**src/rtl/dco_freq_lock_ctrl_if.sv**
```systemverilog
// Handshake/data bundle between the DCO lock controller and its environment.
// The slave side is the controller; the master side drives start, fcw and the sampled phase.
interface dco_freq_lock_ctrl_if #(
   parameter int CTRL_W  = 16,
   parameter int PHASE_W = 32
);
   logic                      start;
   logic [PHASE_W-1:0]        fcw;
   logic [PHASE_W-1:0]        dco_phase;
   logic signed [CTRL_W-1:0]  dctrl;
   logic                      busy;
   logic                      search_done;
   logic                      lock;
   logic signed [PHASE_W:0]   ferr;

   modport master (
      output start, fcw, dco_phase,
      input  dctrl, busy, search_done, lock, ferr
   );

   modport slave (
      input  start, fcw, dco_phase,
      output dctrl, busy, search_done, lock, ferr
   );
endinterface

```
**src/rtl/dco_freq_lock_ctrl.sv**
```systemverilog
// DCO frequency acquisition: binary search over the control code, then an integral
// tracking loop that reports lock once the per-cycle phase increment matches the FCW.
module dco_freq_lock_ctrl #(
   parameter int CTRL_W     = 16,
   parameter int PHASE_W    = 32,
   parameter int SETTLE_CYC = 4,
   parameter int GAIN_SHIFT = 2,
   parameter int LOCK_TOL   = 2,
   parameter int LOCK_CNT   = 8
) (
   input  logic                refclk,
   input  logic                resetn,
   dco_freq_lock_ctrl_if.slave bus
);
   localparam logic [1:0] ST_IDLE   = 2'd0;
   localparam logic [1:0] ST_SEARCH = 2'd1;
   localparam logic [1:0] ST_TRACK  = 2'd2;
   localparam logic [1:0] ST_LOCKED = 2'd3;

   localparam int BIT_W  = $clog2(CTRL_W);
   localparam int LCNT_W = $clog2(LOCK_CNT + 1);

   localparam logic [7:0]         SETTLE_LAST = 8'(SETTLE_CYC);
   localparam logic [CTRL_W-1:0]  CODE_MID    = {1'b1, {(CTRL_W-1){1'b0}}};
   localparam logic [BIT_W-1:0]   BIT_TOP     = BIT_W'(CTRL_W - 1);
   localparam logic [LCNT_W-1:0]  LCNT_LAST   = LCNT_W'(LOCK_CNT - 1);
   localparam logic [LCNT_W-1:0]  LCNT_FULL   = LCNT_W'(LOCK_CNT);
   localparam logic [PHASE_W:0]   TOL_MAG     = (PHASE_W+1)'(LOCK_TOL);

   // code - step, clamped to the unsigned code range instead of wrapping
   function automatic logic [CTRL_W-1:0] sat_code(input logic [CTRL_W-1:0] code,
                                                  input logic signed [PHASE_W:0] step);
      logic signed [PHASE_W+1:0] sum;
      logic [CTRL_W-1:0]         res;
      sum = $signed({{(PHASE_W+2-CTRL_W){1'b0}}, code}) - $signed({step[PHASE_W], step});
      if (sum[PHASE_W+1]) begin
         res = {CTRL_W{1'b0}};
      end else if (|sum[PHASE_W:CTRL_W]) begin
         res = {CTRL_W{1'b1}};
      end else begin
         res = sum[CTRL_W-1:0];
      end
      return res;
   endfunction

   logic [1:0]              state_q, state_d;
   logic [CTRL_W-1:0]       code_q, code_d;
   logic [BIT_W-1:0]        bit_q, bit_d;
   logic [7:0]              icnt_q, icnt_d;
   logic [LCNT_W-1:0]       lcnt_q, lcnt_d;
   logic [PHASE_W-1:0]      fcw_q, fcw_d;
   logic [PHASE_W-1:0]      phase_q;
   logic signed [PHASE_W:0] ferr_q, ferr_d;
   logic                    done_q, done_d;
   logic                    busy_q, lock_q;

   logic [PHASE_W-1:0]      delta_s, diff_s;
   logic signed [PHASE_W:0] ferr_s, step_s;
   logic [PHASE_W:0]        mag_s;
   logic                    meas_s, fast_s, in_tol_s;
   logic [BIT_W-1:0]        bit_dec_s;

   // Modular subtraction keeps the increment correct across accumulator wrap
   assign delta_s   = bus.dco_phase - phase_q;
   assign diff_s    = delta_s - fcw_q;
   assign ferr_s    = $signed({diff_s[PHASE_W-1], diff_s});
   assign step_s    = ferr_s >>> GAIN_SHIFT;
   assign mag_s     = ferr_s[PHASE_W] ? $unsigned(-ferr_s) : $unsigned(ferr_s);
   assign meas_s    = (icnt_q == SETTLE_LAST);
   assign fast_s    = !ferr_s[PHASE_W] && (ferr_s != '0);
   assign in_tol_s  = (mag_s <= TOL_MAG);
   assign bit_dec_s = bit_q - BIT_W'(1);

   // Next-state logic: start overrides everything, otherwise act on measurement edges
   always_comb begin
      state_d = state_q;
      code_d  = code_q;
      bit_d   = bit_q;
      icnt_d  = icnt_q;
      lcnt_d  = lcnt_q;
      fcw_d   = fcw_q;
      ferr_d  = ferr_q;
      done_d  = 1'b0;
      if (bus.start) begin
         fcw_d   = bus.fcw;
         code_d  = CODE_MID;
         bit_d   = BIT_TOP;
         icnt_d  = 8'd0;
         state_d = ST_SEARCH;
      end else if (state_q == ST_IDLE) begin
         icnt_d = 8'd0;
      end else if (!meas_s) begin
         icnt_d = icnt_q + 8'd1;
      end else begin
         icnt_d = 8'd0;
         ferr_d = ferr_s;
         case (state_q)
            ST_SEARCH: begin
               code_d[bit_q] = code_q[bit_q] & ~fast_s;
               if (bit_q != '0) begin
                  code_d[bit_dec_s] = 1'b1;
                  bit_d             = bit_dec_s;
               end else begin
                  done_d  = 1'b1;
                  lcnt_d  = '0;
                  state_d = ST_TRACK;
               end
            end
            ST_TRACK, ST_LOCKED: begin
               code_d = sat_code(code_q, step_s);
               if (!in_tol_s) begin
                  lcnt_d  = '0;
                  state_d = ST_TRACK;
               end else if (lcnt_q >= LCNT_LAST) begin
                  lcnt_d  = LCNT_FULL;
                  state_d = ST_LOCKED;
               end else begin
                  lcnt_d  = lcnt_q + LCNT_W'(1);
                  state_d = ST_TRACK;
               end
            end
            default: begin
               state_d = ST_IDLE;
            end
         endcase
      end
   end

   // State and output registers
   always_ff @(posedge refclk or negedge resetn) begin
      if (!resetn) begin
         state_q <= ST_IDLE;
         code_q  <= CODE_MID;
         bit_q   <= BIT_TOP;
         icnt_q  <= 8'd0;
         lcnt_q  <= '0;
         fcw_q   <= '0;
         phase_q <= '0;
         ferr_q  <= '0;
         done_q  <= 1'b0;
         busy_q  <= 1'b0;
         lock_q  <= 1'b0;
      end else begin
         state_q <= state_d;
         code_q  <= code_d;
         bit_q   <= bit_d;
         icnt_q  <= icnt_d;
         lcnt_q  <= lcnt_d;
         fcw_q   <= fcw_d;
         phase_q <= bus.dco_phase;
         ferr_q  <= ferr_d;
         done_q  <= done_d;
         busy_q  <= (state_d != ST_IDLE);
         lock_q  <= (state_d == ST_LOCKED);
      end
   end

   assign bus.dctrl       = {~code_q[CTRL_W-1], code_q[CTRL_W-2:0]};
   assign bus.busy        = busy_q;
   assign bus.search_done = done_q;
   assign bus.lock        = lock_q;
   assign bus.ferr        = ferr_q;
endmodule
```
**src/flat_wrapper.sv**
```systemverilog
// flat-port wrapper written by rule: the top's interface ports become plain ports
module dco_freq_lock_ctrl_flat 
#(
   parameter int CTRL_W     = 16,
   parameter int PHASE_W    = 32,
   parameter int SETTLE_CYC = 4,
   parameter int GAIN_SHIFT = 2,
   parameter int LOCK_TOL   = 2,
   parameter int LOCK_CNT   = 8
)
  (refclk, resetn, bus_start, bus_fcw, bus_dco_phase, bus_dctrl, bus_busy, bus_search_done, bus_lock, bus_ferr);
  dco_freq_lock_ctrl_if #(.CTRL_W(CTRL_W), .PHASE_W(PHASE_W)) bus_i ();
  input  logic refclk;
  input  logic resetn;
  input wire logic [$bits(bus_i.start)-1:0] bus_start;
  input wire logic [$bits(bus_i.fcw)-1:0] bus_fcw;
  input wire logic [$bits(bus_i.dco_phase)-1:0] bus_dco_phase;
  output wire logic [$bits(bus_i.dctrl)-1:0] bus_dctrl;
  output wire logic [$bits(bus_i.busy)-1:0] bus_busy;
  output wire logic [$bits(bus_i.search_done)-1:0] bus_search_done;
  output wire logic [$bits(bus_i.lock)-1:0] bus_lock;
  output wire logic [$bits(bus_i.ferr)-1:0] bus_ferr;
  assign bus_i.start = bus_start;
  assign bus_i.fcw = bus_fcw;
  assign bus_i.dco_phase = bus_dco_phase;
  assign bus_dctrl = bus_i.dctrl;
  assign bus_busy = bus_i.busy;
  assign bus_search_done = bus_i.search_done;
  assign bus_lock = bus_i.lock;
  assign bus_ferr = bus_i.ferr;
  dco_freq_lock_ctrl #(.CTRL_W(CTRL_W), .PHASE_W(PHASE_W), .SETTLE_CYC(SETTLE_CYC), .GAIN_SHIFT(GAIN_SHIFT), .LOCK_TOL(LOCK_TOL), .LOCK_CNT(LOCK_CNT)) u_core (.refclk(refclk), .resetn(resetn), .bus(bus_i));
endmodule
```
**config.mk**
```make
export PLATFORM = sky130hd
export DESIGN_NAME = dco_freq_lock_ctrl_flat
export DESIGN_NICKNAME = d
export VERILOG_FILES = /design/src/rtl/dco_freq_lock_ctrl_if.sv /design/src/rtl/dco_freq_lock_ctrl.sv /design/src/flat_wrapper.sv
export SDC_FILE = /design/constraint.sdc
export NUM_CORES = 1
export LEC_CHECK = 0
export BUFFER_PORTS_ARGS = -buffer_cell sky130_fd_sc_hd__buf_2
export CAP_MARGIN = 20
export CORE_ASPECT_RATIO = 0.6
export CORE_MARGIN = 4
export CORE_UTILIZATION = 62
export CTS_BUF_LIST = sky130_fd_sc_hd__clkbuf_8
export CTS_CLUSTER_SIZE = 16
export DETAILED_ROUTE_END_ITERATION = 16
export HOLD_SLACK_MARGIN = 0.06
export PLACE_DENSITY_LB_ADDON = 0.3
export SETUP_SLACK_MARGIN = 0.02
export SYNTH_ARGS = -nofsm -noshare
export SYNTH_HDL_FRONTEND = slang
export SYNTH_SLANG_ARGS = --single-unit
```
**constraint.sdc**
```tcl
create_clock -name refclk -period 7.1 [get_ports refclk]
set_input_delay 0.355 -clock refclk [delete_from_list [all_inputs] [get_ports refclk]]
set_output_delay 0.355 -clock refclk [all_outputs]
set_load 0.05 [all_outputs]
```
==> results.toml <==
[placement]
number_of_cells_after_detailed_placement = 1609
gpl.final_weighted_congestion = 1.04
place.detailed.hpwl_um = 24700
place.port_buffers = 118

[critical_path]
critPathKind = "in -> reg"
critPathArrivalTime_ns = 6.61
crit_chain = "dlygate4sd3_1 -> buf_2 -> fa_1 -> ha_1 -> nand2_1 -> a211oi_4 -> o21bai_2 -> nand2_1 -> xor2_1 -> clkinv_1 -> ha_1 -> and3_1 -> nand3_1 -> a211oi_1 -> o41ai_1 -> a21oi_1 -> nand4_1 -> o31a_1 -> or4_4 -> nor3_4 -> buf_12 -> a31oi_1"
critical_path_maximum_fanout = 14
ff2ff_setup_slack_ns = 1.00
end_kind = "register"
critPathLaunchType = "input pin"
max_stage_delay_ns = 0.53
cp.required_ns = 7.46
path_delay_family = "compound AO/OA/AOI/OAI gates"
path_buf_inv = 4
worst_path_max_delay_cell = "sky130_fd_sc_hd__dlygate4sd3_1"

[layout]
layout.nets = 1588
final_layout_size_suffix_gt1_share_pct = 16.3
multiInputGateArea_sq_um = 7110
number_of_antenna_diodes = 0
layout.cells.non_filler = 1675
syn2layout_area_growth_pct = 11.8
register_area_sq_um = 3330
fillCellCount = 1361
finish.utilization_pct = 71.9

[clock_tree]
cts_max_path_buffers = 2
cts.htree.levels = 4
cts_made_buffers = 17
tritoncts_num_sinks = 133
clkTransAtPathRegs_ns = 0.09
clock-root-buffer = "sky130_fd_sc_hd__clkbuf_8"
cts_resized = 0
clk-insertion-delay-late_ns = 0.49
cts_tree = "built"

[die]
start_util_pct = 64.3
die_h_um = 112
boundaryPins = 119
core_sq_um = 17500
floorplan.die_area_sq_um = 20400
die_width_um = 182
fp-row-count = 37

[timing]
relSlewSlack_pct = 34.9
timing_worst_slew_pin_value_ns = 0.967
period_minus_slack_ns = 6.25
final_skew_ns = 0.0185
timing.final.setup_violations = 0
fin_setup_tns_ns = 0
grt_setup_unrepaired = "false"
maxSlewViolCount = 0
final.period_utilization_pct = 88.1
hold_viol_final = 0
timing.fmax_ghz = 0.160

[global_routing]
grtUsageTotal_pct = 32.4
vias_in_the_first_global_route = 10300
grt-ovfl-total = 0
grt_max_degree = 74
antenna_found_initial = 0
grt_pass1_wl_um = 54300

[logic_synthesis]
postSynthRegisterBits = 133
yosysSeqAreaShare_pct = 29.7
postSynthAreaPerCell_sq_um = 8.48
yosysWarningCount = 0
syn-num-nets = 1483
synthesis.instances = 1323
post_synth_num_cell_types = 110
synth-edff-count = 0
synth.cell_area_sq_um = 11200
async_reset_ff_share_pct = 100
ys.flop_type = "sky130_fd_sc_hd__dfrtp_1"

[routing]
drtAntennaViolNets = 0
route.detailed.drc = 0
dr.pass1.iters = 7
avgRoutedWirePerCell_um = 19.6
vias = 10900
dr.first_iter.drc_count = 1640
detail_route.vias_per_cell = 6.50
total_detailed_routing_wirelength_um = 32800

[hold_path]
min-delay-path-class = "in -> reg"

[power_and_ir_drop]
cellPowerDensity_nw_per_um2 = 329
vdd_drop_max_v = 0.000342
leakage_uw = 0.00575

[status]
run_status = "finished, final reports clean"

[job]
max_cap_viol_count = 0
==> final timing paths <==
kind | cells after the start | start | endpoint
setup / recovery | 22 | bus_dco_phase[5] | u_core.code_q[9]
hold / removal | 3 | bus_fcw[18] | u_core.fcw_q[18]
setup reg to reg | 21 | u_core.fcw_q[5] | u_core.code_q[9]
hold reg to reg | 2 | u_core.bus.ferr[13] | u_core.bus.ferr[13]
max in group asynchronous | 3 | resetn | u_core.code_q[7]
min in group asynchronous | 2 | resetn | u_core.fcw_q[9]
==> routing by layer <==
layer / GRT usage [%] / routed length (um)
met4: 5.90 / 363
met1: 50.0 / 14600
met5: 4.94 / 105
met3: 9.72 / 4370
met2: 44.9 / 13300
==> report_power, final <==
group	switching (uW)	internal [uW]	total (uW)
Sequential	66.3	872	938
Combinational	1790	773	2570
Clock	368	256	624
Total	2230	1900	4130
==> Yosys cell counts (all sizes together) (5+ instances only) <==
master	count	area, sq um
o2111ai	5	50.0
o41ai	6	60.1
o21bai	9	71.3
a22oi	5	37.5
nor4	14	115
mux2	6	67.6
nand2b	9	58.8
and3	21	131
o21a	13	97.6
clkbuf	43	163
a31o	8	70.1
and2	8	50.1
a21o	21	158
nor2	63	241
a31oi	16	113
xnor2	25	219
mux2i	7	70.1
dfstp	5	131
a211oi	14	128
nand3	38	190
fa	32	641
o31ai	12	90.1
nand2	169	639
nand4b	5	43.8
o211ai	17	148
a211o	8	70.1
ha	61	763
nand4	20	131
o22ai	7	43.8
or2	7	43.8
a2111oi	6	115
nor3	37	196
buf	34	221
o21ai	130	654
a21boi	9	71.3
dfrtp	128	3200
or3	12	75.1
inv	106	398
a21oi	92	490
xor2	23	209
a311o	6	60.1
==> registers in the layout, summed over array words and instances, names as in the netlist <==
name / flops
u_core.bus.search_done: 1
u_core.bus.ferr: 32
u_core.bit_q: 4
u_core.bus.busy: 1
u_core.bus.lock: 1
u_core.lcnt_q: 4
u_core.code_q: 16
u_core.state_q: 2
u_core.phase_q: 32
u_core.fcw_q: 32
u_core.icnt_q: 8
==> worst register-to-register path, delay by kind of cell (launching register included) <==
kind,cells,cell delay (ns)
XOR/XNOR,1,0.49
AND/OR/NAND/NOR,7,1.51
AO/OA/AOI/OAI,7,1.56
buffers and inverters,3,0.65
adder cells (fa/ha/maj),3,1.38
flip-flops,1,0.37
==> final cells by class <==
type	count	share of cell area (%)
Tap cell	234	2.33
Clock inverter	15	1.07
Inverter	109	3.30
Clock buffer	17	1.86
Multi-Input combinational cell	1004	56.7
Timing Repair Buffer	163	8.21
Sequential cell	133	26.6
==> metrics by stage <==
step	total power, uW	hold slack, ns	worst slack [ns]	area, sq um
floorplan	2760	0.0594	1.70	11200
global placement	3350	0.343	0.936	11800
detailed placement	3400	0.349	0.685	11800
CTS	4040	0.0671	0.651	12500
global route	4360	0.0652	0.303	12500
finish	4130	0.0699	0.848	12500
==> logic make-up (layout without fill, tap and decap cells) <==
family                   count (synthesis)  count (layout)  share of synthesized area, %
XOR/XNOR                                48              48                          3.81
AND/OR/NAND/NOR                        424             424                          18.7
adder cells (fa/ha/maj)                 93              93                          12.5
AO/OA/AOI/OAI                          422             422                          26.1
multiplexers                            17              17                          2.03
flip-flops                             133             133                          29.7
buffers and inverters                  186             304                          7.11
==> layout by cell type, fill, tap and decap left out, types with 6 or more instances in the layout <==
cell | Yosys | routed
sky130_fd_sc_hd__o21a_1 | 13 | 13
sky130_fd_sc_hd__o21bai_1 | 8 | 8
sky130_fd_sc_hd__a21o_1 | 21 | 21
sky130_fd_sc_hd__nor4_1 | 11 | 11
sky130_fd_sc_hd__ha_1 | 61 | 61
sky130_fd_sc_hd__xnor2_1 | 25 | 24
sky130_fd_sc_hd__o211ai_1 | 13 | 13
sky130_fd_sc_hd__a211oi_1 | 11 | 11
sky130_fd_sc_hd__and2_1 | 8 | 8
sky130_fd_sc_hd__dfrtp_1 | 128 | 128
sky130_fd_sc_hd__and3_1 | 21 | 21
sky130_fd_sc_hd__nand2_1 | 167 | 167
sky130_fd_sc_hd__a21boi_1 | 6 | 6
sky130_fd_sc_hd__xor2_1 | 22 | 22
sky130_fd_sc_hd__a311o_1 | 6 | 6
sky130_fd_sc_hd__mux2i_1 | 7 | 7
sky130_fd_sc_hd__o31ai_1 | 12 | 12
sky130_fd_sc_hd__inv_1 | 105 | 105
sky130_fd_sc_hd__nor3_1 | 36 | 36
sky130_fd_sc_hd__nor2_1 | 61 | 61
sky130_fd_sc_hd__a21oi_1 | 86 | 86
sky130_fd_sc_hd__nand3_1 | 38 | 38
sky130_fd_sc_hd__fa_1 | 32 | 32
sky130_fd_sc_hd__buf_2 | 12 | 117
sky130_fd_sc_hd__o21ai_1 | 18 | 18
sky130_fd_sc_hd__nand4_1 | 19 | 19
sky130_fd_sc_hd__a31oi_1 | 14 | 14
sky130_fd_sc_hd__a211o_1 | 8 | 8
sky130_fd_sc_hd__dlygate4sd3_1 | 0 | 33
sky130_fd_sc_hd__o21ai_0 | 111 | 110
sky130_fd_sc_hd__nand2b_1 | 8 | 8
sky130_fd_sc_hd__or3_1 | 12 | 12
sky130_fd_sc_hd__o22ai_1 | 7 | 7
sky130_fd_sc_hd__inv_6 | 0 | 6
sky130_fd_sc_hd__buf_4 | 17 | 11
sky130_fd_sc_hd__clkbuf_8 | 0 | 17
==> timing repair <==
item,CTS,global route
setup buffers,0,1
hold buffers,33,0
endpoints found under the hold margin,91,0
setup endpoints to repair,0,13
No activity file was read; power rests on OpenSTA's default activity.
